[src/rtl/gen_rr_arbiter_pkg.sv]
// Shared definitions for the round-robin arbiter: FSM encoding and hold counter sizing.
package gen_rr_arbiter_pkg;

    // Hold counter width; the counter saturates at its all-ones value.
    localparam int HOLD_CNT_W = 16;
    localparam logic [HOLD_CNT_W-1:0] HOLD_CNT_MAX = '1;

    // Arbiter FSM encoding: IDLE = 0, BUSY = 1.
    typedef enum logic {
        ST_IDLE = 1'b0,
        ST_BUSY = 1'b1
    } arb_state_e;

endpackage

[src/rtl/gen_rr_pick.sv]
// Combinational round-robin winner search.
// Scans ptr, ptr+1, ..., N-1 first (masked encoder), then falls back to 0..N-1
// (unmasked encoder). Together these cover the wrapped scan order without a
// power-of-two lane count.
module gen_rr_pick #(
    parameter int N     = 8,
    parameter int IDX_W = 3
) (
    input  logic [N-1:0]     req,
    input  logic [IDX_W-1:0] ptr,
    output logic             any,
    output logic [IDX_W-1:0] idx
);

    logic [N-1:0] mask;
    logic [N-1:0] masked;
    logic [N-1:0] m_hit;
    logic [N-1:0] u_hit;
    logic [N:0]   m_seen;
    logic [N:0]   u_seen;
    logic [N-1:0] hit;

    assign m_seen[0] = 1'b0;
    assign u_seen[0] = 1'b0;

    // Per-lane masking and first-one detection for both encoders.
    for (genvar i = 0; i < N; i++) begin : g_lane
        assign mask[i]     = (i >= int'(ptr));
        assign masked[i]   = req[i] & mask[i];
        assign m_hit[i]    = masked[i] & ~m_seen[i];
        assign m_seen[i+1] = m_seen[i] | masked[i];
        assign u_hit[i]    = req[i] & ~u_seen[i];
        assign u_seen[i+1] = u_seen[i] | req[i];
    end

    // Lanes at or above ptr take precedence; otherwise wrap to the lowest request.
    assign hit = m_seen[N] ? m_hit : u_hit;
    assign any = u_seen[N];

    // Encode the single hot winner into an index.
    always_comb begin
        idx = '0;
        for (int k = 0; k < N; k++) begin
            if (hit[k]) idx = IDX_W'(k);
        end
    end

endmodule

[src/rtl/gen_rr_arbiter.sv]
// Round-robin arbiter sharing one resource among N requesters.
// Handshake: a lane owns the resource while grant[lane] is high; it gives it up
// by pulsing done or dropping its req. Requests are sampled only in IDLE, and a
// grant is followed by at least one all-zero cycle before the next one.
// A grant held for MAX_HOLD cycles is force-released and flagged with timeout.
module gen_rr_arbiter
    import gen_rr_arbiter_pkg::*;
#(
    parameter int N        = 8,
    parameter int IDX_W    = 3,
    parameter int MAX_HOLD = 16
) (
    input  logic             clk,
    input  logic             rst_n,
    input  logic [N-1:0]     req,
    input  logic             done,
    output logic [N-1:0]     grant,
    output logic             grant_valid,
    output logic [IDX_W-1:0] grant_idx,
    output logic             timeout,
    output arb_state_e       state_dbg
);

    localparam logic [HOLD_CNT_W-1:0] MAX_HOLD_C = HOLD_CNT_W'(MAX_HOLD);
    localparam logic [IDX_W-1:0]      LAST_IDX   = IDX_W'(N - 1);

    arb_state_e              state_q,       state_d;
    logic [N-1:0]            grant_q,       grant_d;
    logic                    grant_valid_q, grant_valid_d;
    logic [IDX_W-1:0]        grant_idx_q,   grant_idx_d;
    logic                    timeout_q,     timeout_d;
    logic [IDX_W-1:0]        ptr_q,         ptr_d;
    logic [HOLD_CNT_W-1:0]   hold_cnt_q,    hold_cnt_d;

    logic                    pick_any;
    logic [IDX_W-1:0]        pick_idx;
    logic [N-1:0]            pick_onehot;
    logic                    rel_normal;
    logic                    rel_limit;

    gen_rr_pick #(
        .N     (N),
        .IDX_W (IDX_W)
    ) u_pick (
        .req (req),
        .ptr (ptr_q),
        .any (pick_any),
        .idx (pick_idx)
    );

    // One-hot decode of the winning index.
    for (genvar i = 0; i < N; i++) begin : g_onehot
        assign pick_onehot[i] = (pick_idx == IDX_W'(i));
    end

    // The owner is the lane recorded in grant_idx while BUSY.
    assign rel_normal = done | ~req[grant_idx_q];
    assign rel_limit  = (MAX_HOLD != 0) && (hold_cnt_q == MAX_HOLD_C);

    // Next-state and next-output logic for the grant FSM.
    always_comb begin
        state_d       = state_q;
        grant_d       = grant_q;
        grant_valid_d = grant_valid_q;
        grant_idx_d   = grant_idx_q;
        timeout_d     = 1'b0;
        ptr_d         = ptr_q;
        hold_cnt_d    = hold_cnt_q;
        case (state_q)
            ST_IDLE: begin
                if (pick_any) begin
                    state_d       = ST_BUSY;
                    grant_d       = pick_onehot;
                    grant_valid_d = 1'b1;
                    grant_idx_d   = pick_idx;
                    hold_cnt_d    = HOLD_CNT_W'(1);
                end
            end
            ST_BUSY: begin
                if (rel_normal || rel_limit) begin
                    state_d       = ST_IDLE;
                    grant_d       = '0;
                    grant_valid_d = 1'b0;
                    // Flag only a pure hold-limit release.
                    timeout_d     = ~rel_normal;
                    // Explicit wrap so N need not be a power of two.
                    ptr_d         = (grant_idx_q == LAST_IDX) ? '0 : grant_idx_q + IDX_W'(1);
                end else if (hold_cnt_q != HOLD_CNT_MAX) begin
                    hold_cnt_d = hold_cnt_q + HOLD_CNT_W'(1);
                end
            end
        endcase
    end

    // State and output registers with asynchronous active-low reset.
    always_ff @(posedge clk or negedge rst_n) begin
        if (!rst_n) begin
            state_q       <= ST_IDLE;
            grant_q       <= '0;
            grant_valid_q <= 1'b0;
            grant_idx_q   <= '0;
            timeout_q     <= 1'b0;
            ptr_q         <= '0;
            hold_cnt_q    <= '0;
        end else begin
            state_q       <= state_d;
            grant_q       <= grant_d;
            grant_valid_q <= grant_valid_d;
            grant_idx_q   <= grant_idx_d;
            timeout_q     <= timeout_d;
            ptr_q         <= ptr_d;
            hold_cnt_q    <= hold_cnt_d;
        end
    end

    assign grant       = grant_q;
    assign grant_valid = grant_valid_q;
    assign grant_idx   = grant_idx_q;
    assign timeout     = timeout_q;
    assign state_dbg   = state_q;

endmodule
[config.mk]
export PLATFORM = sky130hd
export DESIGN_NAME = gen_rr_arbiter
export DESIGN_NICKNAME = d
export VERILOG_FILES = /design/src/rtl/gen_rr_arbiter_pkg.sv /design/src/rtl/gen_rr_pick.sv /design/src/rtl/gen_rr_arbiter.sv
export SDC_FILE = /design/constraint.sdc
export NUM_CORES = 1
export LEC_CHECK = 0
export CAP_MARGIN = 20
export CORE_MARGIN = 2
export CORE_UTILIZATION = 35
export CTS_BUF_LIST = sky130_fd_sc_hd__clkbuf_16
export DETAILED_ROUTE_END_ITERATION = 10
export PLACE_DENSITY_LB_ADDON = 0.05
export SYNTH_ARGS = -nofsm -noshare
export SYNTH_HDL_FRONTEND = slang
export SYNTH_SLANG_ARGS = --single-unit
[constraint.sdc]
create_clock -name clk -period 1.9 [get_ports clk]
set_input_delay 0.285 -clock clk [delete_from_list [all_inputs] [get_ports clk]]
set_output_delay 0.285 -clock clk [all_outputs]
set_load 0.005 [all_outputs]
After elaboration in Yosys (flattened, before gate mapping)
Cells that the tools add are included.
- $add $sub $neg: 2
- order comparisons: 8
- equality and inequality tests: 14
- mux-type cells: 26
- bitwise gates (word level): 53
- reduce and logical (&&, ||, !) cells: 6
- operators by type and width (kind ; count):
    two-way mux 16 bit ; 3
    one-hot mux 16 bit (2 select lines) ; 1
    two-way mux 8 bit ; 3
    bitwise AND 1 bit ; 21
    two-way mux 3 bit ; 7
    NOT 1 bit ; 17
    adder 16 x 1 -> 16 bit (second input constant) ; 1
    == test 16 x 5 -> 1 bit (second input constant) ; 1
    inequality test 16 bit (second input constant) ; 1
    one-hot mux 8 bit (2 select lines) ; 1
    == test 3 bit (second input constant) ; 5
    OR 1 bit ; 15
    greater-or-equal comparator 3 bit (first input constant) ; 3
    two-way mux 1 bit ; 8
    == test 3 x 2 -> 1 bit (second input constant) ; 2
    greater-or-equal comparator 1 x 3 -> 1 bit (first input constant) ; 2
    greater-or-equal comparator 2 x 3 -> 1 bit (first input constant) ; 2
    AND reduction 2 bit ; 3
    less-than comparator 3 x 4 -> 1 bit (second input constant) ; 1
    inequality test 2 x 1 -> 1 bit (second input constant) ; 2
    inequality test 2 bit (second input constant) ; 2
    one-hot mux 1 bit (2 select lines) ; 2
    adder 3 x 1 -> 3 bit (second input constant) ; 1
    binary-select mux 1 bit (select 3 bit) ; 1
    4 further kinds ; 4
- bits in registers: 33
- input port bits: 11

Logic depth before layout (Yosys ltp)
Gate-level depths: netlist of the first run.
- depth in word-level cells: 21
- gate-level depth with buffers: 8
- gate-level depth less buffers: 8

By module
From an unflattened synthesis of the first run, not the netlist that was laid out.
- cells, all modules: 223
- area, all modules: 2089.5 µm²
- modules (own cells, without submodules) (module ; instances ; cells each ; area each (µm²) ; seq. area each (µm²)):
    gen_rr_arbiter ; 1 ; 180 ; 1825.5 ; 825.8
    gen_rr_pick ; 1 ; 43 ; 264.0 ; 0.0

Worst setup path after synthesis of the first run
OpenSTA, ideal clock, no wires.
- path kind: register to register
- from: reg grant_idx_q[2], in the netlist grant_idx[2]
- to: reg hold_cnt_q[14]
- setup time: 0.132 ns
- data arrival time: 1.904 ns
- slack: -0.136 ns
- stages on the path, launching flop included: 8
- clock period less this slack: 2.036 ns
- cell sequence: dfrtp_1 > mux4_1 > mux2_2 > o311a_1 > clkbuf_1 > and3_1 > xnor2_1 > nor2_1
- word-level cells in the longest chain between the ends: 7
- ends and longest elaborated chain (element ; RTL line ; source):
    start, declared ; gen_rr_arbiter.sv:30 ; logic [IDX_W-1:0] grant_idx_q, grant_idx_d;
    start signal, assigned ; gen_rr_arbiter.sv:109 ; grant_idx_q <= grant_idx_d;
    binary-select mux 1 bit (select 3 bit) ; gen_rr_arbiter.sv:57 ; assign rel_normal = done | ~req[grant_idx_q];
    two-way mux 1 bit (not written as such) ; gen_rr_arbiter.sv:57 ;
    NOT 1 bit ; gen_rr_arbiter.sv:57 ;
    OR 1 bit ; gen_rr_arbiter.sv:57 ;
    logical OR 1 bit ; gen_rr_arbiter.sv:80 ; if (rel_normal || rel_limit) begin
    inequality test 2 bit (no line) ; n/a ;
    AND reduction 3 bit (no line) ; n/a ;
    end signal, assigned ; gen_rr_arbiter.sv:112 ; hold_cnt_q <= hold_cnt_d;
    end, declared ; gen_rr_arbiter.sv:33 ; logic [HOLD_CNT_W-1:0] hold_cnt_q, hold_cnt_d;
Every way passes these cells. The select of a mux whose other input is x is not followed.
A chain may end at the register's enable or synchronous reset.

Final worst setup path of the first run
- from: reg ptr_q[2]
- to: reg grant_q[1], in the netlist grant[1]
- word-level cells in the longest chain between the ends: 20
- elaborated cells between the ends (all ways): 46
- classes of those cells: order compare: 7; eq/ne: 1; mux: 10; bitwise: 28
- ends and longest elaborated chain (element ; RTL line ; source):
    start, declared ; gen_rr_arbiter.sv:32 ; logic [IDX_W-1:0] ptr_q, ptr_d;
    start signal, assigned ; gen_rr_arbiter.sv:111 ; ptr_q <= ptr_d;
    greater-or-equal comparator 1 x 3 -> 1 bit ; gen_rr_pick.sv:28 ; assign mask[i] = (i >= int'(ptr));
    bitwise AND 1 bit ; gen_rr_pick.sv:29 ; assign masked[i] = req[i] & mask[i];
    OR 1 bit (7 in series) ; gen_rr_pick.sv:31 ; assign m_seen[i+1] = m_seen[i] | masked[i];
    two-way mux 8 bit * ; gen_rr_pick.sv:37 ; assign hit = m_seen[N] ? m_hit : u_hit;
    two-way mux 1 bit ; gen_rr_pick.sv:44 ; if (hit[k]) idx = IDX_W'(k);
    two-way mux 3 bit (5 in series) ; gen_rr_pick.sv:44 ;
    two-way mux 3 bit * ; gen_rr_pick.sv:44 ;
    == test 3 x 1 -> 1 bit * ; gen_rr_arbiter.sv:53 ; assign pick_onehot[i] = (pick_idx == IDX_W'(i));
    two-way mux 8 bit * ; gen_rr_arbiter.sv:71 ; if (pick_any) begin
    one-hot mux 8 bit (2 select lines) * ; gen_rr_arbiter.sv:69 ; case (state_q)
    end signal, assigned ; gen_rr_arbiter.sv:107 ; grant_q <= grant_d;
    end, declared ; gen_rr_arbiter.sv:28 ; logic [N-1:0] grant_q, grant_d;
Every way passes the cells marked *; elsewhere a longest branch is shown, timed or not. The select of a mux whose other input is x is not followed.

==> results.sh, run 1 <==
export IMPL_outcome="finished with violations"
export IMPL_violations="setup timing"
export IMPL_rsz0062_at_grt="yes"
export IMPL_routed_via_density=5.358
export IMPL_worst_slew_pin_slew_ps=476.2
export IMPL_multi_input_area_sq_mm=0.001468
export IMPL_antenna_found_initial=0
export IMPL_ys_types=59
export IMPL_synth_cells=219
export IMPL_die_area_sq_mm=0.006517
export IMPL_setup_violations=12
export IMPL_cts_root_buffer="clkbuf_16"
export IMPL_final_core_utilization=0.5948
export IMPL_hold_slack_ps=412.4
export IMPL_clock_path_buffers=2
export IMPL_drt_iter0_markers=104
export IMPL_antennaDiodeCount=0
export IMPL_ctsHoldBuffers=0
export IMPL_wl_um=6318
export IMPL_final_hold_violation_count=0
export IMPL_ant_nets=0
export IMPL_cp_max_fo=5
export IMPL_cts_sinks=33
export IMPL_r2r_cells=7
export IMPL_synth_fa_ha_area_frac=0.02429
export IMPL_dp_hpwl_um=4479
export IMPL_grt_overflow=0
export IMPL_synthSimpleGateAreaFrac=0.2678
export IMPL_start_util=0.3675
export IMPL_dp_cells=371
export IMPL_ys_warn_count=0
export IMPL_drive_gt1_frac=0.4586
export IMPL_leakage_nw=1.461
export IMPL_firstDrtPassIters=4
export IMPL_rows=27
export IMPL_first_global_vias=2108
export IMPL_wire_per_inst_um=16.37
export IMPL_synth_edf_count=0
export IMPL_vdd_drop_max_v=0.0007961
export IMPL_postLayoutSetupSlackWorst_ps=-179.6
export IMPL_post_place_ws_ps=-707.3
export IMPL_clock_insertion_delay_worst_skew_ps=280
export IMPL_nFillCells=499
export IMPL_stdcell_count=386
export IMPL_synth_xor_area_frac=0.03400
export IMPL_grtUsageTotal=0.2061
export IMPL_grt_pass1_wl_um=10280
export IMPL_min_period_ps=2080
export IMPL_synthArstFlopShare=1.000
export IMPL_tritoncts="built"
export IMPL_synth_top_family_by_area="simple AND/OR/NAND/NOR gates"
export IMPL_seq_area_sq_um=829.5
export IMPL_cap_viol_max_count=0
export IMPL_ys_flop_type="dfrtp_1"
export IMPL_total_power_mw=4.447
export IMPL_core_area_sq_mm=0.005608
export IMPL_synth_compound_area_share=0.1888
export IMPL_final_common_cell="buf_4"
export IMPL_worst_endpoint_arrival_ps=2270
export IMPL_crit_path_start_kind="register"
export IMPL_yosysSeqAreaShare=0.4007
export IMPL_io_buffers=24
export IMPL_hold_path_class="primary input to async pin"
export IMPL_cts_max_level=2
export IMPL_place_area_sq_mm=0.002835
export IMPL_cts_buffers=5
export IMPL_finalSetupTns_ps=-936.9
export IMPL_cp_data_required_time_ps=2090
export IMPL_synthesis_nets=234
export IMPL_final_cell_mix="buf_4 (62), dfrtp_1 (30), nor2_1 (19)"
export IMPL_synthMuxAreaShare=0.04007
export IMPL_routabilityCongestion=0.8544
export IMPL_drv_slew=0
export IMPL_stdcell_area_sq_mm=0.003336
export IMPL_layout_nets=328
export IMPL_ys_ff_latch=33
export IMPL_power_density_mw_per_mm2=1333
export IMPL_syn_cell_area_sq_mm=0.002061
export IMPL_area_delta_synth_final_pct=61.87
export IMPL_max_freq_mhz=480.9
export IMPL_crit_type="register to register"
export IMPL_fp_dieW_um=80.73
export IMPL_via_count=2068
export IMPL_postSynthAreaPerCell_sq_um=9.410
export IMPL_die_h_um=80.73
export IMPL_grt_max_degree=34
export IMPL_clkTransAtPathRegs_ps=60
export IMPL_cp_end_kind="register"
export IMPL_io_pins=25
export IMPL_fin_crit_sh=1.095
export IMPL_finalClockSkew_ps=4.582
export IMPL_relSlewSlack=0.6806
export IMPL_route_detailed_drc=0
## cell families (layout without fill, tap and decap cells)
| logic type | after synthesis | count (layout) |
|---|---|---|
| xor+xnor | 8 | 8 |
| mux | 5 | 5 |
| fa+ha+maj | 4 | 4 |
| flops | 33 | 33 |
| buf+inv | 16 | 110 |
| simple gates | 101 | 101 |
| compound gates | 52 | 53 |
## final cells by class
class | instances | area share
Clock inverter | 3 | 0.005251
Multi-Input combinational cell | 171 | 0.4400
Clock buffer | 5 | 0.03751
Inverter | 9 | 0.01013
Sequential cell | 33 | 0.2487
Tap cell | 72 | 0.02701
Timing Repair Buffer | 93 | 0.2314
## synthesized netlist by cell type, drive strengths merged (5+ instances only)
cell,n,share of area
nand2,20,0.036
nor4,5,0.021
a21oi,11,0.029
and3,5,0.015
dfrtp,33,0.40
nand4,7,0.021
clkbuf,7,0.028
xor2,6,0.026
nand3,18,0.044
o21ai,13,0.033
inv,9,0.016
nor2,21,0.038
## state kept, by name (all words and copies together) (netlist names)
register / cells
hold_cnt_q: 16
state_dbg: 1
grant_valid: 1
grant_idx: 3
grant: 8
timeout: 1
ptr_q: 3
## critical path: stages, from the launching register on
cell	delay (ps)
dfrtp_2	450
inv_2	100
nand2_2	50
o211ai_1	360
a2111oi_4	130
buf_4	160
or4_4	550
o31ai_2	180
## report_power, final
| part | total, mW | switching [mW] | internal (mW) |
|---|---|---|---|
| clock network | 0.800 | 0.319 | 0.481 |
| registers | 1.04 | 0.170 | 0.868 |
| logic | 2.61 | 1.25 | 1.36 |
## path summary, 6_finish.rpt
| path | slack (ps) | endpoint | start |
|---|---|---|---|
| setup / recovery | -180 | grant[1]$_DFFE_PN0P_ | ptr_q[2]$_DFFE_PN0P_ |
| hold / removal | 410 | timeout$_DFF_PN0_ | rst_n |
| setup reg to reg | -180 | grant[1]$_DFFE_PN0P_ | ptr_q[2]$_DFFE_PN0P_ |
| hold reg to reg | 480 | grant_valid$_DFFE_PN0P_ | grant_valid$_DFFE_PN0P_ |
| max in group asynchronous | 1150 | ptr_q[0]$_DFFE_PN0P_ | rst_n |
| min in group clk | 480 | grant_valid$_DFFE_PN0P_ | grant_valid$_DFFE_PN0P_ |
## per-layer routing
metal | routed length [um] | GRT usage | vias to the layer above
met5 | 0 | 0 | -
met2 | 3316 | 0.3850 | 30
li1 | - | - | 1024
met4 | 81 | 0.06102 | 0
met3 | 123 | 0.02889 | 7
met1 | 2797 | 0.2448 | 1007
## what timing repair did
item,in CTS,in global routing
cloned,1,0
gates resized for setup,57,36
buffers inserted,2,5
endpoints found under the setup margin,31,29
pin swaps,15,34
No activity file was read; power rests on OpenSTA's default activity.
==> inputs of run 2 (changes only) <==
--- a/config.mk
+++ b/config.mk
@@ -10,7 +10,7 @@
 export CORE_UTILIZATION = 35
 export CTS_BUF_LIST = sky130_fd_sc_hd__clkbuf_16
 export DETAILED_ROUTE_END_ITERATION = 10
-export PLACE_DENSITY_LB_ADDON = 0.05
+export PLACE_DENSITY = 0.63
 export SYNTH_ARGS = -nofsm -noshare
 export SYNTH_HDL_FRONTEND = slang
 export SYNTH_SLANG_ARGS = --single-unit
==> results.sh, run 2 (synthesis results as in run 1) <==
export IMPL_die_area_sq_mm=0.006517
export IMPL_grt_pass1_wl_um=9984
export IMPL_drv_slew=0
export IMPL_firstDrtPassIters=4
export IMPL_first_global_vias=2054
export IMPL_total_power_mw=4.387
export IMPL_antennaDiodeCount=0
export IMPL_crit_type="register to register"
export IMPL_cts_sinks=33
export IMPL_finalSetupTns_ps=-1241
export IMPL_final_common_cell="buf_4"
export IMPL_wire_per_inst_um=16.47
export IMPL_cap_viol_max_count=0
export IMPL_finalClockSkew_ps=3.322
export IMPL_core_area_sq_mm=0.005608
export IMPL_r2r_cells=10
export IMPL_outcome="finished with violations"
export IMPL_antenna_found_initial=0
export IMPL_setup_violations=11
export IMPL_rows=27
export IMPL_min_period_ps=2079
export IMPL_power_density_mw_per_mm2=1337
export IMPL_io_pins=25
export IMPL_start_util=0.3675
export IMPL_tritoncts="built"
export IMPL_vdd_drop_max_v=0.0007627
export IMPL_post_place_ws_ps=-605.3
export IMPL_cts_buffers=5
export IMPL_drt_iter0_markers=143
export IMPL_die_h_um=80.73
export IMPL_regMostFlops="hold_cnt_q"
export IMPL_grt_max_degree=34
export IMPL_largest_reg_flops=16
export IMPL_clock_insertion_delay_worst_skew_ps=280
export IMPL_dp_hpwl_um=4110
export IMPL_final_cell_mix="buf_4 (59), dfrtp_1 (30), nand2_1 (18)"
export IMPL_worst_endpoint_arrival_ps=2270
export IMPL_cts_max_level=2
export IMPL_clock_path_buffers=2
export IMPL_max_freq_mhz=481.1
export IMPL_fin_crit_sh=1.094
export IMPL_clkTransAtPathRegs_ps=50
export IMPL_final_hold_violation_count=0
export IMPL_ant_nets=0
export IMPL_ctsHoldBuffers=0
export IMPL_cp_end_kind="register"
export IMPL_io_buffers=24
export IMPL_worst_slew_pin_slew_ps=488.5
export IMPL_fp_dieW_um=80.73
export IMPL_route_detailed_drc=0
export IMPL_area_delta_synth_final_pct=59.20
export IMPL_cp_data_required_time_ps=2090
export IMPL_routed_via_density=5.504
export IMPL_routabilityCongestion=0.8435
export IMPL_rsz0062_at_grt="yes"
export IMPL_leakage_nw=1.408
export IMPL_cp_max_fo=6
export IMPL_layout_nets=322
export IMPL_hold_path_class="primary input to async pin"
export IMPL_via_count=2086
export IMPL_grtUsageTotal=0.1991
export IMPL_postLayoutSetupSlackWorst_ps=-178.6
export IMPL_wl_um=6243
export IMPL_crit_path_start_kind="register"
export IMPL_relSlewSlack=0.6724
export IMPL_violations="setup timing"
export IMPL_drive_gt1_frac=0.4528
export IMPL_grt_overflow=0
export IMPL_cts_root_buffer="clkbuf_16"
-- run 2: cell types whose count changed in the layout (fill, tap and decap cells not counted), moves of 2 or more --
cell	delta
o22ai_2	+2
o22ai_1	-2
buf_4	-3
nor2_2	+2
nand2_1	+2
o21ai_1	-2
nand2_4	-2
clkinv_2	-2
o21ai_0	+3
nor2_1	-2
buf_6	-2
-- run 2: cell type report --
type,instances,area (sq um)
clock buffers,5,125.1
flip-flops and latches,33,829.5
multi-input cells,170,1464
fillers,482,2327
repair buffers,88,726.9
inverters,9,33.78
clock inverters,2,11.26
well taps,72,90.09
-- run 2: stage by stage --
stage	instance area, sq um	utilization	hold slack [ps]	cells
5_1_grt	3281	0.5850	475.7	379
6_report	3281	0.5850	420.8	379
4_1_cts	3060	0.5457	436.3	373
3_5_place_dp	2730	0.4868	472.7	357
2_1_floorplan	2100	-	-10.59	219
3_3_place_gp	2730	0.4868	460.9	357
-- run 2: worst paths after layout --
path | slack (ps) | from | endpoint
max | -180 | ptr_q[2]$_DFFE_PN0P_ | grant[1]$_DFFE_PN0P_
min | 420 | rst_n | hold_cnt_q[11]$_DFFE_PN0P_
max reg2reg | -180 | ptr_q[2]$_DFFE_PN0P_ | grant[1]$_DFFE_PN0P_
min reg2reg | 500 | grant_valid$_DFFE_PN0P_ | grant_valid$_DFFE_PN0P_
max in group asynchronous | 1150 | rst_n | ptr_q[0]$_DFFE_PN0P_
min in group clk | 500 | grant_valid$_DFFE_PN0P_ | grant_valid$_DFFE_PN0P_
-- run 2: power breakdown --
group	leakage (nW)	internal, mW	switching (mW)
clock network	0.0633	0.472	0.285
logic	0.911	1.35	1.24
registers	0.434	0.868	0.176
-- run 2: critical path, stage by stage, from the launching register on --
cell,delay (ps)
dfrtp_2,440
nor2b_2,70
o21ai_2,160
buf_4,140
buf_4,110
o2111a_2,250
a21oi_2,70
buf_4,150
buf_4,130
a31o_4,240
o31ai_4,230
-- run 2: metal layers --
| layer | share of wire | routed length (um) | track usage |
|---|---|---|---|
| met2 | 0.46 | 2865 | 0.3100 |
| met1 | 0.49 | 3033 | 0.2879 |
| met5 | 0 | 0 | 0 |
| met4 | 0.013 | 82 | 0.05763 |
| met3 | 0.042 | 261 | 0.03000 |
-- run 2: repair_timing --
item,in CTS,in global routing
resized for setup,51,40
endpoints found under the setup margin,31,22
setup buffers,10,6
pin swaps,17,23
endpoints found under the hold margin,0,0
gates cloned,0,1
==> inputs of run 3 (changes only) <==
--- a/config.mk
+++ b/config.mk
@@ -6,11 +6,12 @@
 export NUM_CORES = 1
 export LEC_CHECK = 0
 export CAP_MARGIN = 20
+export CORE_ASPECT_RATIO = 1.1
 export CORE_MARGIN = 2
-export CORE_UTILIZATION = 35
+export CORE_UTILIZATION = 50
 export CTS_BUF_LIST = sky130_fd_sc_hd__clkbuf_16
 export DETAILED_ROUTE_END_ITERATION = 10
-export PLACE_DENSITY = 0.63
+export PLACE_DENSITY = 0.83
 export SYNTH_ARGS = -nofsm -noshare
 export SYNTH_HDL_FRONTEND = slang
 export SYNTH_SLANG_ARGS = --single-unit
==> results.sh, run 3 (synthesis results as in run 1) <==
export IMPL_grt_overflow=0
export IMPL_cap_viol_max_count=0
export IMPL_crit_top_cell="buf_4"
export IMPL_clock_path_buffers=2
export IMPL_rsz0062_at_grt="yes"
export IMPL_wl_um=6886
export IMPL_drv_slew=0
export IMPL_path_buf_inv=3
export IMPL_max_freq_mhz=475.7
export IMPL_antennaDiodeCount=0
export IMPL_worst_slew_pin_slew_ps=501.0
export IMPL_regMostFlops="hold_cnt_q"
export IMPL_start_util=0.5199
export IMPL_routed_via_density=6.165
export IMPL_cpMaxStageDelayCell="or4_4"
export IMPL_via_count=2201
export IMPL_cp_end_kind="register"
export IMPL_place_area_sq_mm=0.002735
export IMPL_stdcell_area_sq_mm=0.003277
export IMPL_r2r_end="grant[1]$_DFFE_PN0P_"
export IMPL_relSlewSlack=0.6640
export IMPL_cts_sinks=33
export IMPL_crit_path_start="ptr_q[2]$_DFFE_PN0P_"
export IMPL_wire_per_inst_um=19.29
export IMPL_worst_endpoint_arrival_ps=2290
export IMPL_violations="setup timing"
export IMPL_r2r_slack_ps=-200
export IMPL_final_cell_mix="buf_4 (48), dfrtp_1 (30), nor2_1 (17)"
export IMPL_leakage_nw=1.440
export IMPL_area_delta_synth_final_pct=59.02
export IMPL_grt_pass1_wl_um=10210
export IMPL_min_period_ps=2102
export IMPL_io_buffers=24
export IMPL_ant_nets=0
export IMPL_vdd_drop_max_v=0.0009434
export IMPL_worst_path_stages=8
export IMPL_final_common_cell="buf_4"
export IMPL_first_global_vias=2267
export IMPL_drive_gt1_frac=0.4557
export IMPL_rows=24
export IMPL_crit_path_max_incr_delay_ps=510
export IMPL_postLayoutSetupSlackWorst_ps=-202.1
export IMPL_nFillCells=238
export IMPL_cp_max_fo=6
export IMPL_grt_max_degree=34
export IMPL_crit_path_start_kind="register"
export IMPL_finalClockSkew_ps=2.346
export IMPL_fin_crit_sh=1.106
export IMPL_clock_insertion_delay_worst_skew_ps=280
export IMPL_die_h_um=71.33
export IMPL_drt_iter0_markers=186
export IMPL_crit_family="simple AND/OR/NAND/NOR gates"
export IMPL_tritoncts="built"
export IMPL_grtUsageTotal=0.2850
export IMPL_cts_root_buffer="clkbuf_16"
export IMPL_cp_cell_sequence="inv_4 -> nand2_4 -> o211ai_1 -> buf_4 -> a2111oi_4 -> buf_4 -> or4_4 -> o31ai_1"
export IMPL_setup_violations=15
export IMPL_total_power_mw=4.551
export IMPL_core_area_sq_mm=0.003964
export IMPL_cts_buffers=5
export IMPL_rr_startpoint="ptr_q[2]$_DFFE_PN0P_"
export IMPL_fp_dieW_um=65.21
export IMPL_route_detailed_drc=0
export IMPL_endpoint="grant[1]$_DFFE_PN0P_"
export IMPL_die_area_sq_mm=0.004651
export IMPL_io_pins=25
export IMPL_hold_slack_ps=408.3
export IMPL_largest_reg_flops=16
export IMPL_power_density_mw_per_mm2=1389
export IMPL_layout_nets=319
export IMPL_firstDrtPassIters=6
export IMPL_hold_path_class="primary input to async pin"
export IMPL_cp_data_required_time_ps=2090
export IMPL_cts_max_level=2
export IMPL_outcome="finished with violations"
export IMPL_antenna_found_initial=0
export IMPL_dp_hpwl_um=4326
export IMPL_clkTransAtPathRegs_ps=50
export IMPL_routabilityCongestion=0.9155
export IMPL_r2r_cells=8
export IMPL_crit_type="register to register"
export IMPL_final_hold_violation_count=0
run 3: cell types whose count changed in the layout (fill, tap and decap cells not counted), sizes merged:
cell	change
clkinv	+1
inv	+1
clkdlybuf4s15	+1
dlygate4sd2	+1
buf	-5
clkinvlp	-1
run 3: worst min path at each step:
stage / to / slack [ps]
6_report: hold_cnt_q[15]$_DFFE_PN0P_ / 410
5_1_grt: hold_cnt_q[14]$_DFFE_PN0P_ / 460
4_1_cts: timeout$_DFF_PN0_ / 430
3_5_place_dp: grant_valid$_DFFE_PN0P_ / 470
3_3_place_gp: grant_valid$_DFFE_PN0P_ / 460
2_1_floorplan: grant[0]$_DFFE_PN0P_ / -10
run 3: through the flow:
stage | setup slack, ps | std cells | TNS, ps | util
floorplan | -85.30 | 219 | -432.6 | -
global placement | -539.3 | 341 | -14060 | 0.6900
detailed placement | -626.9 | 341 | -15630 | 0.6900
CTS | -76.08 | 352 | -287.6 | 0.7437
global route | -318.7 | 357 | -3274 | 0.8267
finish | -202.1 | 357 | -1501 | 0.8267
run 3: power breakdown:
part           total, mW  switching, mW  internal (mW)
Clock              0.769          0.294          0.475
Combinational       2.70           1.28           1.42
Sequential          1.08          0.214          0.868
Total               4.55           1.79           2.76
run 3: per-layer routing:
metal  part of all wire  global-route usage  vias to the layer above  wire [um]
met5                  0                   0                        -          0
met4              0.037              0.1528                        0        257
met3              0.034             0.04553                       24        236
met2               0.56              0.5125                       80       3827
met1               0.37              0.3203                     1097       2564
li1                   -                   -                     1000          -
run 3: layout make-up:
class,count,area (sq um),share of cell area
repair buffers,85,732.0,0.2234
flip-flops and latches,33,829.5,0.2532
clock buffers,5,125.1,0.03818
inverters,9,36.28,0.01107
multi-input cells,170,1475,0.4502
clock inverters,3,13.76,0.004200
well taps,52,65.06,0.01985
run 3: repair_timing:
item | 4_1_cts | 5_1_grt
buffers inserted | 3 | 5
endpoints found under the setup margin | 30 | 27
pin swaps | 13 | 27
hold buffers | 0 | 0
resized for setup | 30 | 71
